## config.mk

```make
export PLATFORM = sky130hd
export DESIGN_NAME = prog_load_ctrl
export DESIGN_NICKNAME = d
export VERILOG_FILES = /design/src/rtl/prog_load_ctrl_pkg.sv /design/src/rtl/prog_load_ctrl_rx_timeout_timer.sv /design/src/rtl/prog_load_ctrl.sv
export SDC_FILE = /design/constraint.sdc
export NUM_CORES = 1
export LEC_CHECK = 0
export BUFFER_PORTS_ARGS = -buffer_cell sky130_fd_sc_hd__buf_2
export CAP_MARGIN = 20
export CORE_AREA = 8 8 97 99
export DETAILED_ROUTE_END_ITERATION = 7
export DIE_AREA = 0 0 105 107
export PLACE_DENSITY = 0.83
export SYNTH_ARGS = -nofsm -noshare
export SYNTH_HDL_FRONTEND = slang
export SYNTH_HIERARCHICAL = 1
export SYNTH_SLANG_ARGS = --single-unit
```

## constraint.sdc

```tcl
create_clock -name clk -period 3.37 [get_ports clk]
set_input_delay 1.011 -clock clk [delete_from_list [all_inputs] [get_ports clk]]
set_output_delay 1.011 -clock clk [all_outputs]
set_load 0.01 [all_outputs]
```

## src/rtl/prog_load_ctrl_pkg.sv

```systemverilog
// Shared definitions for the UART program loader: FSM states, error codes
// and the default frame start marker.
package prog_load_ctrl_pkg;

  typedef enum logic [2:0] {
    ST_RUN,
    ST_WAIT_SYNC,
    ST_WAIT_LEN,
    ST_DATA_LO,
    ST_DATA_HI,
    ST_CHECK,
    ST_ERROR
  } state_e;

  localparam logic [1:0] ERR_NONE     = 2'd0;
  localparam logic [1:0] ERR_LEN_ZERO = 2'd1;
  localparam logic [1:0] ERR_CSUM     = 2'd2;
  localparam logic [1:0] ERR_TIMEOUT  = 2'd3;

  localparam logic [7:0] DEFAULT_SYNC_BYTE = 8'hA5;

  // States in which a frame is being received and the byte timer runs.
  function automatic logic in_frame(input state_e s);
    return (s == ST_WAIT_LEN) || (s == ST_DATA_LO) ||
           (s == ST_DATA_HI) || (s == ST_CHECK);
  endfunction

endpackage

```

## src/rtl/prog_load_ctrl_rx_timeout_timer.sv

```systemverilog
// Inter-byte watchdog: counts enabled cycles since the last clear and flags
// expiry on the cycle the count would reach TIMEOUT.
module rx_timeout_timer #(
  parameter int TIMEOUT = 50000
) (
  input  logic clk,
  input  logic reset,
  input  logic clear,
  input  logic enable,
  output logic expired
);

  logic [16:0] cnt_q, cnt_d;

  always_comb begin
    cnt_d = cnt_q;
    if (clear) begin
      cnt_d = '0;
    end else if (enable) begin
      cnt_d = cnt_q + 17'd1;
    end
  end

  always_ff @(posedge clk) begin
    if (reset) begin
      cnt_q <= '0;
    end else begin
      cnt_q <= cnt_d;
    end
  end

  assign expired = enable && !clear && (cnt_q == 17'(TIMEOUT - 1));

endmodule

```

## src/rtl/prog_load_ctrl.sv

```systemverilog
// Program memory owner: parses framed UART loads into RAM and releases the
// CPU with a restart pulse once the frame checksum matches.
module prog_load_ctrl
  import prog_load_ctrl_pkg::*;
#(
  parameter int         ADDR_W    = 8,
  parameter logic [7:0] SYNC_BYTE = DEFAULT_SYNC_BYTE,
  parameter int         TIMEOUT   = 50000
) (
  input  logic              clk,
  input  logic              reset,
  input  logic [7:0]        rx_data,
  input  logic              rx_valid,
  input  logic              load_req,
  input  logic [ADDR_W-1:0] fetch_addr,
  output logic [ADDR_W-1:0] mem_addr,
  output logic [15:0]       mem_wdata,
  output logic              mem_we,
  output logic              cpu_hold,
  output logic              cpu_restart,
  output logic              mode,
  output logic [ADDR_W-1:0] prog_len,
  output logic              err,
  output logic [1:0]        err_code
);

  state_e            state_q, state_d;
  logic [ADDR_W-1:0] len_q, len_d;
  logic [ADDR_W-1:0] wcnt_q, wcnt_d;
  logic [ADDR_W-1:0] wr_addr_q, wr_addr_d;
  logic [ADDR_W-1:0] prog_len_q, prog_len_d;
  logic [7:0]        csum_q, csum_d;
  logic [7:0]        lo_q, lo_d;
  logic [15:0]       wdata_q, wdata_d;
  logic              we_q, we_d;
  logic              hold_q, hold_d;
  logic              restart_q, restart_d;
  logic              mode_q, mode_d;
  logic              err_q, err_d;
  logic [1:0]        err_code_q, err_code_d;
  logic              timer_expired;

  rx_timeout_timer #(
    .TIMEOUT(TIMEOUT)
  ) u_timer (
    .clk    (clk),
    .reset  (reset),
    .clear  (rx_valid || !in_frame(state_q)),
    .enable (in_frame(state_q)),
    .expired(timer_expired)
  );

  always_comb begin
    state_d    = state_q;
    len_d      = len_q;
    wcnt_d     = wcnt_q;
    wr_addr_d  = wr_addr_q;
    prog_len_d = prog_len_q;
    csum_d     = csum_q;
    lo_d       = lo_q;
    wdata_d    = wdata_q;
    we_d       = 1'b0;
    hold_d     = hold_q;
    restart_d  = 1'b0;
    mode_d     = mode_q;
    err_d      = err_q;
    err_code_d = err_code_q;

    case (state_q)
      ST_RUN: begin
        // A byte arriving with load_req is deliberately not parsed.
        if (load_req) begin
          state_d    = ST_WAIT_SYNC;
          hold_d     = 1'b1;
          mode_d     = 1'b0;
          err_d      = 1'b0;
          err_code_d = ERR_NONE;
        end
      end
      ST_WAIT_SYNC: begin
        if (rx_valid && rx_data == SYNC_BYTE) begin
          state_d = ST_WAIT_LEN;
        end
      end
      ST_WAIT_LEN: begin
        if (rx_valid) begin
          if (rx_data == 8'd0) begin
            state_d    = ST_ERROR;
            err_d      = 1'b1;
            err_code_d = ERR_LEN_ZERO;
          end else begin
            len_d   = ADDR_W'(rx_data);
            wcnt_d  = '0;
            csum_d  = 8'd0;
            state_d = ST_DATA_LO;
          end
        end
      end
      ST_DATA_LO: begin
        if (rx_valid) begin
          lo_d    = rx_data;
          csum_d  = csum_q ^ rx_data;
          state_d = ST_DATA_HI;
        end
      end
      ST_DATA_HI: begin
        if (rx_valid) begin
          csum_d    = csum_q ^ rx_data;
          we_d      = 1'b1;
          wr_addr_d = wcnt_q;
          wdata_d   = {rx_data, lo_q};
          wcnt_d    = wcnt_q + ADDR_W'(1);
          state_d   = (wcnt_q == len_q - ADDR_W'(1)) ? ST_CHECK : ST_DATA_LO;
        end
      end
      ST_CHECK: begin
        if (rx_valid) begin
          if (rx_data == csum_q) begin
            state_d    = ST_RUN;
            prog_len_d = len_q;
            restart_d  = 1'b1;
            mode_d     = 1'b1;
            hold_d     = 1'b0;
          end else begin
            state_d    = ST_ERROR;
            err_d      = 1'b1;
            err_code_d = ERR_CSUM;
          end
        end
      end
      ST_ERROR: begin
        if (load_req) begin
          state_d    = ST_WAIT_SYNC;
          err_d      = 1'b0;
          err_code_d = ERR_NONE;
        end
      end
      default: state_d = ST_WAIT_SYNC;
    endcase

    if (timer_expired) begin
      state_d    = ST_ERROR;
      we_d       = 1'b0;
      err_d      = 1'b1;
      err_code_d = ERR_TIMEOUT;
    end
  end

  always_ff @(posedge clk) begin
    if (reset) begin
      state_q    <= ST_WAIT_SYNC;
      len_q      <= '0;
      wcnt_q     <= '0;
      wr_addr_q  <= '0;
      prog_len_q <= '0;
      csum_q     <= 8'd0;
      lo_q       <= 8'd0;
      wdata_q    <= 16'd0;
      we_q       <= 1'b0;
      hold_q     <= 1'b1;
      restart_q  <= 1'b0;
      mode_q     <= 1'b0;
      err_q      <= 1'b0;
      err_code_q <= ERR_NONE;
    end else begin
      state_q    <= state_d;
      len_q      <= len_d;
      wcnt_q     <= wcnt_d;
      wr_addr_q  <= wr_addr_d;
      prog_len_q <= prog_len_d;
      csum_q     <= csum_d;
      lo_q       <= lo_d;
      wdata_q    <= wdata_d;
      we_q       <= we_d;
      hold_q     <= hold_d;
      restart_q  <= restart_d;
      mode_q     <= mode_d;
      err_q      <= err_d;
      err_code_q <= err_code_d;
    end
  end

  // In RUN the CPU PC addresses memory directly; otherwise the loader's last write address.
  assign mem_addr    = (state_q == ST_RUN) ? fetch_addr : wr_addr_q;
  assign mem_wdata   = wdata_q;
  assign mem_we      = we_q;
  assign cpu_hold    = hold_q;
  assign cpu_restart = restart_q;
  assign mode        = mode_q;
  assign prog_len    = prog_len_q;
  assign err         = err_q;
  assign err_code    = err_code_q;

endmodule

```

Yosys cells after proc, flatten, opt, wreduce, memory -nomap -nowiden

Index checks and enable logic that the tools add are counted.

Register bits: 91
Bits of input ports: 20
Output and inout port bits: 39
Word-level logic and storage cells: 118

Add/sub/neg operators: 3
Eq/ne operators: 25
Muxes and demuxes: 41
Bitwise logic cells: 5
Reductions and logical operators: 29

Operators by type and width:

| cell                                                               | count |
|---|---|
| 8-bit two-way mux                                                  | 5 |
| 8-bit case mux with 2 select lines                                 | 2 |
| 3-bit two-way mux                                                  | 10 |
| 3-bit inequality test, second input constant                       | 6 |
| 3-bit case mux with 6 select lines                                 | 1 |
| 17-bit by 1-bit adder with 17-bit output, second input constant    | 1 |
| 17-bit by 16-bit == test with 1-bit output, second input constant  | 1 |
| 8-bit == test                                                      | 2 |
| 1-bit two-way mux                                                  | 13 |
| 2-bit two-way mux                                                  | 6 |
| 4-bit AND reduction                                                | 3 |
| 6-bit AND reduction                                                | 2 |
| 2-bit inequality test, second input constant                       | 5 |
| 3-bit == test, second input constant                               | 3 |
| 8-bit by 1-bit adder with 8-bit output, second input constant      | 1 |
| 8-bit == test, second input constant                               | 1 |
| 8-bit logical NOT                                                  | 1 |
| 8-bit by 1-bit subtractor with 8-bit output, second input constant | 1 |
| 8-bit bitwise XOR                                                  | 1 |
| 3-bit by 2-bit == test with 1-bit output, second input constant    | 2 |
| 2-bit case mux with 3 select lines                                 | 1 |
| 3-bit AND reduction                                                | 2 |
| 2-bit nonzero test                                                 | 3 |
| 2-bit OR reduction                                                 | 3 |
| other kinds (14)                                                   | 27 |

Longest topological paths before layout

Word-level depth: 11
Depth in mapped cells: 9
Depth with buffers taken out: 9

By module

Netlist, hierarchy kept.

By module, submodules not included:

| module           | instances | cells an instance | area an instance (sq um) | seq. area each (sq um) |
|---|---|---|---|---|
| prog_load_ctrl   | 1         | 443               | 3,634.7                  | 1,481.4 |
| rx_timeout_timer | 1         | 95                | 820.8                    | 340.3 |

Least setup slack after synthesis

No wires, ideal clock.

Path type: input to register
Start point: input port rx_valid
End point: register state_q[2]
Setup time: 0.059 ns
Arrival time: 2.728 ns
Data required time: 3.311 ns
Setup slack: 0.583 ns
Stages on the path: 9
Path buffers: 1
Cells stage by stage: clkbuf_1 -> or2_2 -> nor4b_1 -> nand2_1 -> nor3_1 -> inv_1 -> o211a_1 -> nor2_1 -> a22o_1

Cells in the longest elaborated chain, start to end: 6
Elaborated cells between the ends (all ways): 13
Those cells by class: eq/ne: 6; mux: 1; reduce/logical: 6

RTL lines:

| item                                                                                                       | RTL line                              | source |
|---|---|---|
| from (decl)                                                                                                | prog_load_ctrl.sv:13                  | `input logic rx_valid,` |
| 1-bit logical OR (*)                                                                                       | prog_load_ctrl.sv:48                  | `.clear (rx_valid \|\| !in_frame(state_q)),` |
| 1-bit logical NOT (*)                                                                                      | prog_load_ctrl_rx_timeout_timer.sv:32 | `assign expired = enable && !clear && (cnt_q == 17'(TIMEOUT - 1));` |
| 1-bit logical AND (*) (2 in series)                                                                        | prog_load_ctrl_rx_timeout_timer.sv:32 |  |
| named net timer_expired                                                                                    | prog_load_ctrl.sv:41                  | `logic timer_expired;` |
| 3-bit inequality test (no source line) or 3-bit by 1-bit inequality test with 1-bit output (tied branches) | -                                     |  |
| 6-bit AND reduction (no source line)                                                                       | -                                     |  |
| to (signal assigned)                                                                                       | prog_load_ctrl.sv:166                 | `state_q <= state_d;` |
| to (decl)                                                                                                  | prog_load_ctrl.sv:27                  | `state_e state_q, state_d;` |

Mark *: on every way through the listed nets, which the timed path passes. The rest lies on a longest branch.
A chain may end at the register's enable or synchronous reset.

Worst setup path after layout

Start point: register state_q[1]
End point: output port mem_addr[0]

Cells in the longest elaborated chain, start to end: 2

RTL lines:

| item              | RTL line              | source |
|---|---|---|
| 3-bit logical NOT | prog_load_ctrl.sv:184 | `assign mem_addr = (state_q == ST_RUN) ? fetch_addr : wr_addr_q;` |
| 8-bit two-way mux | prog_load_ctrl.sv:184 |  |
| to (decl)         | prog_load_ctrl.sv:16  | `output logic [ADDR_W-1:0] mem_addr,` |

Every way passes these cells.

==> metrics <==
status=finished clean; Worst EP arrival=1770 ps; CTS Hold Bufs=0; Num CTS Buffers=9; setup TNS=0 ps; cells on worst reg2reg path=10; Main synth FF type=dfxtp_1; Final Util=0.620; most frequent cells in the layout=dfxtp_1 (91), nand2_1 (88), buf_2 (58), a21oi_1 (55), nor2_1 (54); CTS tree=done; startpoint types=flip-flop; post-synthesis sequential area ratio=0.409; register share of total power=0.506; period utilization=0.825; fmax=0.360 GHz; Synth Register Bits=91; Root Driver=clkbuf_8; Critical Path RT=2360 ps; peak supply drop=0.248 mV; Post-Synth XOR/XNOR Area=0.0570; Diodes inserted=0; H-tree depth=3; fin crit period=2780 ps; Sequential Area=1820 um^2; area of the multi-input gates=2390 um^2; Sw Share=0.299; layout cells sized above 1=0.181; Power Dens Cells=478 nW/um^2; Rows=33; Psw=0.000703 W; drc violations=0; initial antenna violation count=0; clk_lat worst skew=370 ps; reg2reg end=state_q[2]; GR peak layer=met2; Max Transition Viols Final=0; Compound-Gate Fraction of Synth Area=0.151; HPWL after DPL=7650 um; # port buffers=58; Syn Nets=561; number of synthesized flops with an enable pin=0; syn avg cell area=8.28 um^2; largest net degree at the start of global routing=42; most common cell after layout, fill and taps aside=dfxtp_1; Synth cell types=60; gpl congestion=0.882; drt pass-1 iters=5; height of the die=107 um; met1 usage=0.244; worst hold endpoint=mem_wdata[4]; type of the worst min-delay path=reg -> reg; hold depth=2; Reg clk slew, reported paths=90 ps; core area=7930 um^2; clock power share=0.303; CP Class=reg -> out; FFs w/ async S/R, synth=0; Reg-to-Reg Start=state_q[1]; Final Hold Viols=0; Die X=105 um; Mapped Cells=538; clock buffer depth=2; Avg WL per Cell=15.4 um; Initial DRC Count=261; vias in the first global route=3787; CTS sink cnt=91; crit end category=primary output; fin nets=600; worst-case clock skew=5.60 ps; Yosys warnings=6; Combinational Power Share=0.191; Post-CTS Setup Bufs=0; P&R area growth vs syn=10.3%; M2 GR Usage=0.318; mux cell area share after synthesis=0.0699; Mapped Area=4460 um^2; gr usage total=0.194; # setup viols final=0; antenna-violating nets left=0; overall routed net length=10600 um; internal power=0.00165 W; Fillers=730; Vias=3929; LEAKAGE=1.87 nW; GR Util met3=0.0396; first-pass GRT wire length=18100 um; DR vias/cell=5.73; # IOs=59; DIE AREA=11200 um^2; MaxCap Viol Count=0; # resized after CTS=0; initial core utilization=0.562; GR Overflow Total=0; Worst Tran Pin Value=688 ps; Worst Hold Launch=mem_wdata[4]; crit-path max FO=14; RSZ-0062 raised after global routing=no; r2r setup slk=800 ps; post-synthesis adder-cell area fraction=0.00842; simple-gate share of the synthesized area=0.251; slew margin rel.=0.542; largest family of logic cells by synthesized area=simple AND/OR/NAND/NOR gates
## cell usage after synthesis, types with 7 or more instances
cell type | number | area, um^2
nor2_1 | 54 | 203
dfxtp_1 | 91 | 1820
mux2_2 | 9 | 101
xor2_1 | 17 | 149
xnor2_1 | 12 | 105
buf_2 | 7 | 35.0
a21oi_1 | 55 | 275
nand3_1 | 13 | 65.1
a22oi_1 | 8 | 60.1
clkbuf_1 | 22 | 82.6
nand2_1 | 88 | 330
inv_1 | 14 | 52.6
nand4_1 | 9 | 56.3
mux2i_1 | 21 | 210
o21ai_0 | 16 | 80.1
## power groups by stage
stage,Clock (W),Combinational (W),Sequential [W]
after floorplan,0,0.000377,0.00118
after global placement,0,0.000433,0.00121
after detailed placement,0,0.000441,0.00121
after CTS,0.000721,0.000445,0.00119
after global routing,0.000772,0.000498,0.00120
final,0.000713,0.000449,0.00119
## registers in the layout (all words and copies together) (netlist names), 8 cells and up
name,cells
u_timer/cnt_q,17
mem_wdata,16
csum_q,8
len_q,8
lo_q,8
prog_len,8
wcnt_q,8
wr_addr_q,8
## kinds of logic after synthesis
family / Yosys count
and+or+nand+nor: 224
xor gates and xnor gates: 29
adders and majority gates: 3
muxes: 30
DFF: 91
buffers and inverters: 50
AOI/OAI and AO/OA: 111
## per-layer routing
metal  share of wire  up-vias  routed length [um]
li1                -     1933                   -
met3           0.049       13                 517
met4           0.015        0                 159
met5               0        -                   0
met1            0.46     1860                4840
met2            0.48      123                5070
## layout make-up
| type | count | share of cell area |
|---|---|---|
| sequential | 91 | 0.371 |
| clock buffer | 11 | 0.0267 |
| clock inverter | 4 | 0.0107 |
| tap | 105 | 0.0267 |
| timing repair buffer | 64 | 0.0682 |
| multi-input combinational | 397 | 0.486 |
| inverter | 14 | 0.0107 |
## worst max path at each step
stage | startpoint | slack, ps | depth (start not counted) | to
after floorplan | rx_valid | 580 | 9 | state_q[2]
after global placement | rx_data[0] | 520 | 6 | prog_len[4]
after detailed placement | rx_data[2] | 440 | 6 | prog_len[7]
after CTS | state_q[1] | 580 | 4 | mem_addr[0]
after global routing | state_q[1] | 500 | 10 | state_q[2]
final | state_q[1] | 590 | 4 | mem_addr[0]
## per-stage QoR
stage	std cells	area (um^2)	hold slack [ps]	setup slack [ps]	power (W)
after floorplan	538	4460	432	583	0.00156
after global placement	671	4730	441	524	0.00164
after detailed placement	671	4730	444	437	0.00165
after CTS	686	4920	456	582	0.00235
after global routing	686	4920	471	498	0.00247
final	686	4920	453	589	0.00235
## worst max-delay path: stages (launching register included)
cell     delay (ps)
dfxtp_1         470
nor3_2          220
buf_4           210
mux2_2          360
buf_2           150
Power figures use the tool's default switching activity.
